`config.mk`:
```
export PLATFORM = sky130hd
export DESIGN_NAME = fsm_flow_ctrl
export DESIGN_NICKNAME = d
export VERILOG_FILES = /design/src/rtl/fsm_flow_pkg.sv /design/src/rtl/fsm_ch_pause.sv /design/src/rtl/fsm_flow_ctrl.sv
export SDC_FILE = /design/constraint.sdc
export NUM_CORES = 1
export LEC_CHECK = 0
export ABC_AREA = 1
export ABC_CLOCK_PERIOD_IN_PS = 4250
export BUFFER_PORTS_ARGS = -buffer_cell sky130_fd_sc_hd__buf_2
export CORE_MARGIN = 3
export CORE_UTILIZATION = 58
export DETAILED_ROUTE_END_ITERATION = 16
export PLACE_DENSITY = 0.92
export SYNTH_ARGS = -nofsm -noshare
export SYNTH_HDL_FRONTEND = slang
export SYNTH_HIERARCHICAL = 1
export SYNTH_SLANG_ARGS = --single-unit
```
`constraint.sdc`:
```
create_clock -name clk -period 4.25 [get_ports clk]
set_input_delay 1.275 -clock clk [delete_from_list [all_inputs] [get_ports clk]]
set_output_delay 1.275 -clock clk [all_outputs]
set_load 0.005 [all_outputs]
```
`src/rtl/fsm_flow_pkg.sv`:
```
`default_nettype none
// ============================================================================
// Module   : fsm_flow_pkg
// Brief    : One-hot state encoding and default thresholds for fsm_flow_ctrl.
// Revision : 1.0
// ============================================================================
package fsm_flow_pkg;

    localparam int S_RESET  = 0;
    localparam int S_INIT   = 1;
    localparam int S_IDLE   = 2;
    localparam int S_ACTIVE = 3;
    localparam int S_ERROR  = 4;

    typedef enum logic [4:0] {
        ST_RESET  = 5'b00001,
        ST_INIT   = 5'b00010,
        ST_IDLE   = 5'b00100,
        ST_ACTIVE = 5'b01000,
        ST_ERROR  = 5'b10000
    } state_t;

    function automatic int DEF_AF(input int depth);
        return depth - 1;
    endfunction

    function automatic int DEF_AE();
        return 1;
    endfunction

endpackage
`default_nettype wire

```
`src/rtl/fsm_ch_pause.sv`:
```
`default_nettype none
// ============================================================================
// Module   : fsm_ch_pause
// Brief    : Single-channel pause register with almost-full/almost-empty hysteresis.
// Revision : 1.0
// ============================================================================
module fsm_ch_pause #(
    parameter int CNT_W = 4
) (
    input  logic             clk,
    input  logic             reset,
    input  logic [CNT_W-1:0] count,
    input  logic [CNT_W-1:0] af_th,
    input  logic [CNT_W-1:0] ae_th,
    input  logic             enable,
    input  logic             force_set,
    input  logic             force_clr,
    output logic             pause_i
);

    logic r_pause;

    always_ff @(posedge clk) begin
        if (!reset) begin
            r_pause <= 1'b0;
        end else if (force_set) begin
            r_pause <= 1'b1;
        end else if (force_clr) begin
            r_pause <= 1'b0;
        end else if (enable) begin
            // Between the thresholds the previous pause level is held.
            if (count >= af_th) begin
                r_pause <= 1'b1;
            end else if (count <= ae_th) begin
                r_pause <= 1'b0;
            end
        end
    end

    assign pause_i = r_pause;

endmodule
`default_nettype wire

```
`src/rtl/fsm_flow_ctrl.sv`:
```
`default_nettype none
// ============================================================================
// Module   : fsm_flow_ctrl
// Brief    : Multi-channel FIFO flow control with hysteresis pause and sticky errors.
// Revision : 1.0
// ============================================================================
module fsm_flow_ctrl
    import fsm_flow_pkg::*;
#(
    parameter int NUM_CH = 4,
    parameter int DEPTH  = 8,
    parameter int CNT_W  = $clog2(DEPTH + 1)
) (
    input  logic                    clk,
    input  logic                    reset,
    input  logic                    init,
    input  logic [CNT_W-1:0]        th_almost_full,
    input  logic [CNT_W-1:0]        th_almost_empty,
    input  logic [NUM_CH*CNT_W-1:0] fifo_count,
    input  logic [NUM_CH-1:0]       fifo_overflow,
    output logic [NUM_CH-1:0]       pause,
    output logic [NUM_CH-1:0]       error_ch,
    output logic [4:0]              state,
    output logic                    idle_out,
    output logic [CNT_W-1:0]        af_th,
    output logic [CNT_W-1:0]        ae_th
);

    localparam logic [CNT_W-1:0] c_depth  = CNT_W'(DEPTH);
    localparam logic [CNT_W-1:0] c_def_af = CNT_W'(DEF_AF(DEPTH));
    localparam logic [CNT_W-1:0] c_def_ae = CNT_W'(DEF_AE());

    state_t            r_state;
    state_t            w_next;
    logic [CNT_W-1:0]  r_af_th;
    logic [CNT_W-1:0]  r_ae_th;
    logic [NUM_CH-1:0] r_error_ch;
    logic              r_idle;
    logic              w_any_nz;
    logic              w_any_ovf;
    logic              w_th_valid;
    logic              w_en;
    logic              w_set;
    logic              w_clr;

    assign w_any_nz   = |fifo_count;
    assign w_any_ovf  = |fifo_overflow;
    assign w_th_valid = (th_almost_empty < th_almost_full) && (th_almost_full <= c_depth);

    always_comb begin
        w_next = r_state;
        case (r_state)
            ST_RESET:  w_next = ST_INIT;
            ST_INIT:   w_next = init ? ST_INIT : ST_IDLE;
            ST_IDLE: begin
                if (init) begin
                    w_next = ST_INIT;
                end else if (w_any_nz) begin
                    w_next = ST_ACTIVE;
                end
            end
            ST_ACTIVE: begin
                if (init) begin
                    w_next = ST_INIT;
                end else if (!w_any_nz) begin
                    w_next = ST_IDLE;
                end
            end
            ST_ERROR:  w_next = ST_ERROR;
            default:   w_next = ST_RESET;
        endcase
        // Overflow outranks init and emptiness; RESET is the only state that ignores it.
        if (r_state != ST_RESET && w_any_ovf) begin
            w_next = ST_ERROR;
        end
    end

    always_ff @(posedge clk) begin
        if (!reset) begin
            r_state    <= ST_RESET;
            r_af_th    <= c_def_af;
            r_ae_th    <= c_def_ae;
            r_error_ch <= '0;
            r_idle     <= 1'b0;
        end else begin
            r_state <= w_next;
            r_idle  <= (w_next == ST_IDLE);
            if (r_state != ST_RESET) begin
                r_error_ch <= r_error_ch | fifo_overflow;
            end
            if (r_state == ST_INIT && w_th_valid) begin
                r_af_th <= th_almost_full;
                r_ae_th <= th_almost_empty;
            end
        end
    end

    // Pause follows the state being entered so it lines up with the registered state.
    assign w_en  = (w_next == ST_ACTIVE);
    assign w_set = (w_next == ST_ERROR);
    assign w_clr = !(w_en || w_set);

    generate
        for (genvar gi = 0; gi < NUM_CH; gi++) begin : g_ch
            fsm_ch_pause #(
                .CNT_W (CNT_W)
            ) u_ch_pause (
                .clk       (clk),
                .reset     (reset),
                .count     (fifo_count[gi*CNT_W +: CNT_W]),
                .af_th     (r_af_th),
                .ae_th     (r_ae_th),
                .enable    (w_en),
                .force_set (w_set),
                .force_clr (w_clr),
                .pause_i   (pause[gi])
            );
        end
    endgenerate

    assign state    = r_state;
    assign idle_out = r_idle;
    assign error_ch = r_error_ch;
    assign af_th    = r_af_th;
    assign ae_th    = r_ae_th;

endmodule
`default_nettype wire
```
After elaboration in Yosys (flattened, before gate mapping)

Cells that the tools add are included.

Input port bits: 31
Word-level logic and storage cells: 71
Register bits: 22

$lt $le $gt $ge: 10
Muxes and demuxes: 27
Eq/ne operators: 14
Bitwise operators: 1
Reduce and logical (&&, ||, !) cells: 10

Operators with widths:

| cell                                                                     | count |
|---|---|
| 5-bit two-way mux                                                        | 5 |
| 5-bit one-hot mux with 5 select lines                                    | 1 |
| 1-bit two-way mux                                                        | 20 |
| 4-bit greater-or-equal comparator                                        | 4 |
| 4-bit <= comparator                                                      | 4 |
| 4-bit by 2-bit inequality test with 1-bit output (second input constant) | 4 |
| 16-bit OR reduction                                                      | 1 |
| 5-bit by 3-bit equality test with 1-bit output (second input constant)   | 2 |
| 5-bit by 4-bit equality test with 1-bit output (second input constant)   | 2 |
| 5-bit equality test (second input constant)                              | 2 |
| 2-bit AND reduction                                                      | 4 |
| 5-bit by 1-bit equality test with 1-bit output (second input constant)   | 1 |
| 5-bit by 2-bit equality test with 1-bit output (second input constant)   | 1 |
| 5-bit by 1-bit inequality test with 1-bit output (second input constant) | 1 |
| 4-bit <= comparator (second input constant)                              | 1 |
| 4-bit < comparator                                                       | 1 |
| 4-bit OR                                                                 | 1 |
| 4-bit OR reduction                                                       | 1 |
| 1-bit logical AND                                                        | 3 |
| 3-bit two-way mux                                                        | 1 |
| 3-bit inequality test (second input constant)                            | 1 |
| 1-bit logical OR                                                         | 1 |

Logic depth before layout (Yosys ltp)

Word-level depth: 9
Mapped depth: 11
Depth with buffers taken out: 11

Modules after synthesis

Netlist, hierarchy kept.

By module, submodules not included:

| module        | cells each | sequential area each (um2) | area each (um2) | times used |
|---|---|---|---|---|
| fsm_ch_pause  | 48         | 20.0                       | 277.8           | 4 |
| fsm_flow_ctrl | 141        | 360.3                      | 938.4           | 1 |

Worst setup path before layout

OpenSTA, ideal clock, no wires.

Kind: input to register
Start: input port fifo_count[15]
End: register g_ch[0].u_ch_pause.r_pause
Slack: 1.883 ns
Cell stages on the path: 10
Arrival: 2.253 ns
Setup time: 0.114 ns
Cell sequence: nor2_1 nand2_1 nor2_1 nand2_1 nand3_1 and2b_1 nor2_1 inv_1 nand2_1 a21oi_2

Cells in the longest elaborated chain, start to end: 9
Elaborated cells on any way between the ends: 15
Classes of those cells: eq/ne: 4; mux: 8; reduce/logical: 3

Ends and longest elaborated chain:

| item                                                                               | RTL line                                 | source |
|---|---|---|
| from (decl)                                                                        | fsm_flow_ctrl.sv:19                      | `input logic [NUM_CH*CNT_W-1:0] fifo_count,` |
| 16-bit OR reduction *                                                              | fsm_flow_ctrl.sv:46                      | `assign w_any_nz = \|fifo_count;` |
| 5-bit two-way mux, on equally long branches                                        | fsm_flow_ctrl.sv:65, fsm_flow_ctrl.sv:58 |  |
| 5-bit two-way mux, on equally long branches                                        | fsm_flow_ctrl.sv:63, fsm_flow_ctrl.sv:56 |  |
| 5-bit one-hot mux with 5 select lines *                                            | fsm_flow_ctrl.sv:52                      | `case (r_state)` |
| 5-bit two-way mux *                                                                | fsm_flow_ctrl.sv:73                      | `if (r_state != ST_RESET && w_any_ovf) begin` |
| 5-bit by 4-bit equality test with 1-bit output *                                   | fsm_flow_ctrl.sv:99                      | `assign w_en = (w_next == ST_ACTIVE);` |
| via w_en                                                                           | fsm_flow_ctrl.sv:42                      | `logic w_en;` |
| 1-bit logical OR                                                                   | fsm_flow_ctrl.sv:101                     | `assign w_clr = !(w_en \|\| w_set);` |
| 4-bit by 2-bit inequality test with 1-bit output (no line) (tied with other cells) | -                                        |  |
| 2-bit AND reduction (no line) / 1-bit two-way mux (equally long branches)          | -                                        |  |
| to (signal assigned)                                                               | fsm_ch_pause.sv:29                       | `r_pause <= 1'b0;` |
| to (signal assigned)                                                               | fsm_ch_pause.sv:33                       | `r_pause <= 1'b1;` |
| to (signal assigned)                                                               | fsm_ch_pause.sv:35                       | `r_pause <= 1'b0;` |
| to (decl)                                                                          | fsm_ch_pause.sv:21                       | `logic r_pause;` |

The timed path passes the listed nets; every way through them passes the cells marked *.
A chain may end at the register's enable or synchronous reset.

Final worst setup path

Start: input port fifo_count[7]
End: register g_ch[1].u_ch_pause.r_pause

Cells in the longest elaborated chain, start to end: 9
Elaborated cells on any way between the ends: 19
Classes of those cells: order compare: 2; eq/ne: 4; mux: 10; reduce/logical: 3

Ends and longest elaborated chain:

| item                                                                               | RTL line |
|---|---|
| 16-bit OR reduction *                                                              | fsm_flow_ctrl.sv:46 |
| 5-bit two-way mux, on equally long branches                                        | fsm_flow_ctrl.sv:65, fsm_flow_ctrl.sv:58 |
| 5-bit two-way mux, on equally long branches                                        | fsm_flow_ctrl.sv:63, fsm_flow_ctrl.sv:56 |
| 5-bit one-hot mux with 5 select lines *                                            | fsm_flow_ctrl.sv:52 |
| 5-bit two-way mux *                                                                | fsm_flow_ctrl.sv:73 |
| 5-bit by 4-bit equality test with 1-bit output *                                   | fsm_flow_ctrl.sv:99 |
| via w_en                                                                           | fsm_flow_ctrl.sv:42 |
| 1-bit logical OR                                                                   | fsm_flow_ctrl.sv:101 |
| 4-bit by 2-bit inequality test with 1-bit output (no line) (tied with other cells) | - |
| 2-bit AND reduction (no line) / 1-bit two-way mux (equally long branches)          | - |
| to (signal assigned)                                                               | fsm_ch_pause.sv:29 |
| to (signal assigned)                                                               | fsm_ch_pause.sv:33 |
| to (signal assigned)                                                               | fsm_ch_pause.sv:35 |
| to (decl)                                                                          | fsm_ch_pause.sv:21 |

The timed path passes the listed nets; every way through them passes the cells marked *. The select of a mux whose other input is x is not followed.

==> summary.txt <==
status: finished, final reports clean
Mapped Area: 2050 um^2
WL final: 4.77 mm
DR iter-0 viols: 61
Die H: 65.4 um
n_diodes: 0
Worst EP required: 4480 ps
Hold Path Stages: 2
WL per Instance: 11.1 um
proportion of netlist area held by the largest area contributor: 21.5%
crit-path cells: buf_2 > nor2_1 > nand2_1 > nor2_1 > nand2_1 > nand3_1 > and2b_1 > nor2_1 > inv_1 > nand2_1 > a21oi_2
layout cell share with drive strength beyond 1: 17.8%
startpoint types: input pin
Critical Path Max Stage Delay: 280 ps
final instance area: 2400 um^2
critical path type: input pin to flop
hold endpoint: error_ch[0]$_SDFFE_PN0N_
Final Hold Vio Count: 0
gpl congestion: 0.817
fmax: 0.426 GHz
post-CTS sizing: 0
CTS Hold Bufs: 0
depth of the worst register-to-register path: 9
Yosys reg bits: 22
Cell Rows: 20
PwrDens: 244 nW/um^2
vias in the first global route: 1952
leading area contributor after synthesis: dfxtp_1
max-cap viol count: 0
clk buf depth: 2
TritonCTS Buffers: 3
vias per cell: 4.94
core area: 3200 um^2
hold_ws: 488 ps
Yosys warning count: 6
initial antenna violation count: 0
part of the cycle the worst path needs: 55.3%
post-synth cell types: 20
1st-pass router iterations: 4
Cell Area, Placed: 2350 um^2
Clock Tree Root: clkbuf_4
GRT overflow: 0
slew of the pin with the lowest slew margin: 331 ps
Crit Reg-Reg Endpoint: g_ch[1].u_ch_pause/pause_i$_SDFFE_PN0P_
final worst slack: 1900 ps
# nets final: 454
GRT Util Overall: 24.2%
DR DRC count: 0
CP max stage cell: and2b_1
Leak Pwr: 1.50 nW
CTS sink cnt: 22
# IOs: 53
clk_lat worst skew: 310 ps
vias: 2127
WP data arrival: 2580 ps
Post-Route Setup TNS: 0 ps
post-route insts no fill: 431
Peak VDD IR: 234 uV
Starting Density: 64.0%
largest net degree at the start of global routing: 15
min-delay src: error_ch[0]$_SDFFE_PN0N_
Clock transition at path regs: 120 ps
full die area: 4280 um^2
Final Core Density: 75.0%
Slew Limit Fails: 0
RSZ-0062 raised after global routing: false
DRT antenna net count: 0
first-pass GRT wire length: 8.17 mm
Placed Cells incl. Taps: 427
pre-CTS setup slack: 1540 ps
clock skew: 8.24 ps
HP Class: flop to flop
Seq/Total Area, Yosys: 21.5%
Post-Synthesis Cells: 333
CP endpoint kind: flop
Final min period: 2350 ps
Rel. slew slack: 77.9%
Mean Syn Cell Area: 6.15 um^2
port bufs: 52
Post-CTS Setup Bufs: 0
synth top area cells: dfxtp_1 (21%), ha_1 (21%), nand2_1 (18%), inv_1 (16%), nor2_1 (6.6%)
Pwr Total: 585 uW
CTS tree: built
Die Span X: 65.4 um
final setup violation count: 0
Net Count, Synth: 399
DP HPWL: 3.91 mm
r2r startpoint: state[2]$_SDFF_PN0_
H-tree levels: 1
Worst R2R Setup Slack: 2490 ps
Max Fanout on Critical Path: 9
P&R area growth vs syn: 17.2%
-- cell usage in the layout (no fill, tap or decap) --
cell and instances:
nor2_1 36, and2b_1 1, clkbuf_4 3, a21oi_2 4, nand2_1 99, bufinv_16 1, inv_2 1, nor2_4 2
o21ai_0 4, nand3_1 22, clkinv_1 1, ha_1 35, xor2_1 1, a21oi_1 11, nand4_2 2, inv_1 85
dfxtp_1 22, nand2_2 3, buf_2 52, nand4_1 1, nor3b_2 1
-- worst max-delay path by stage --
stage | from | end | slack (ps) | cells after the start
finish | fifo_count[7] | g_ch[1].u_ch_pause/pause_i$_SDFFE_PN0P_ | 1900 | 11
global route | fifo_count[3] | g_ch[2].u_ch_pause/pause_i$_SDFFE_PN0P_ | 1730 | 11
CTS | fifo_count[7] | g_ch[1].u_ch_pause/pause_i$_SDFFE_PN0P_ | 1880 | 11
detailed placement | fifo_count[7] | g_ch[1].u_ch_pause/pause_i$_SDFFE_PN0P_ | 1540 | 11
global placement | fifo_count[5] | g_ch[2].u_ch_pause/pause_i$_SDFFE_PN0P_ | 1570 | 11
floorplan | fifo_count[15] | g_ch[0].u_ch_pause/pause_i$_SDFFE_PN0P_ | 1880 | 10
-- critical path: cells and delay by family --
kind	cells	cell delay (ps)
buffers and inverters	2	180
AOI/OAI and AO/OA	1	50
and+or+nand+nor	8	1070
-- power by group --
group | internal (mW) | leakage (nW) | total [mW] | switching [mW]
Sequential | 0.224 | 0.181 | 0.238 | 0.0137
Combinational | 0.0765 | 1.29 | 0.187 | 0.111
Clock | 0.0954 | 0.0279 | 0.160 | 0.0641
Total | 0.396 | 1.50 | 0.585 | 0.189
-- routing by layer --
| layer | global-route usage, % | routed length, um | share of wire (%) |
|---|---|---|---|
| met5 | 0 | 0 | 0 |
| met4 | 9.33 | 91 | 1.9 |
| met3 | 2.56 | 269 | 5.6 |
| met2 | 42.4 | 2400 | 50 |
| met1 | 30.3 | 2000 | 42 |
-- logic make-up after synthesis --
family                     Yosys count  share of synthesized area (%)
and+or+nand+nor                    167                           34.6
buffers and inverters               89                           16.7
xor gates and xnor gates             1                          0.427
DFF                                 22                           21.5
AOI/OAI and AO/OA                   19                           5.37
adders and majority gates           35                           21.4
-- sequential cells by signal (all words and copies together) (netlist names) --
name	cells
ae_th	4
idle_out	1
af_th	4
g_ch.u_ch_pause/pause_i	4
state	5
error_ch	4
-- area by class of cell --
class | count | area, um^2
Multi-Input combinational cell | 222 | 1270
Fill cell | 278 | 802
Sequential cell | 22 | 440
Inverter | 87 | 327
Timing Repair Buffer | 52 | 260
Tap cell | 44 | 55.1
Clock inverter | 1 | 30.0
Clock buffer | 3 | 22.5
-- synth_stat cells --
library cell	n
buf_6	1
nor2_1	36
xor2_1	1
ha_1	35
a21oi_2	4
and2b_1	1
a21oi_1	11
nor3b_2	1
buf_2	1
nand4_2	2
dfxtp_1	22
inv_2	1
nor2_4	2
o21ai_0	4
inv_1	85
nand3_1	22
nand4_1	1
clkinv_1	1
nand2_2	3
nand2_1	99
(Power assumes the default switching activity.)
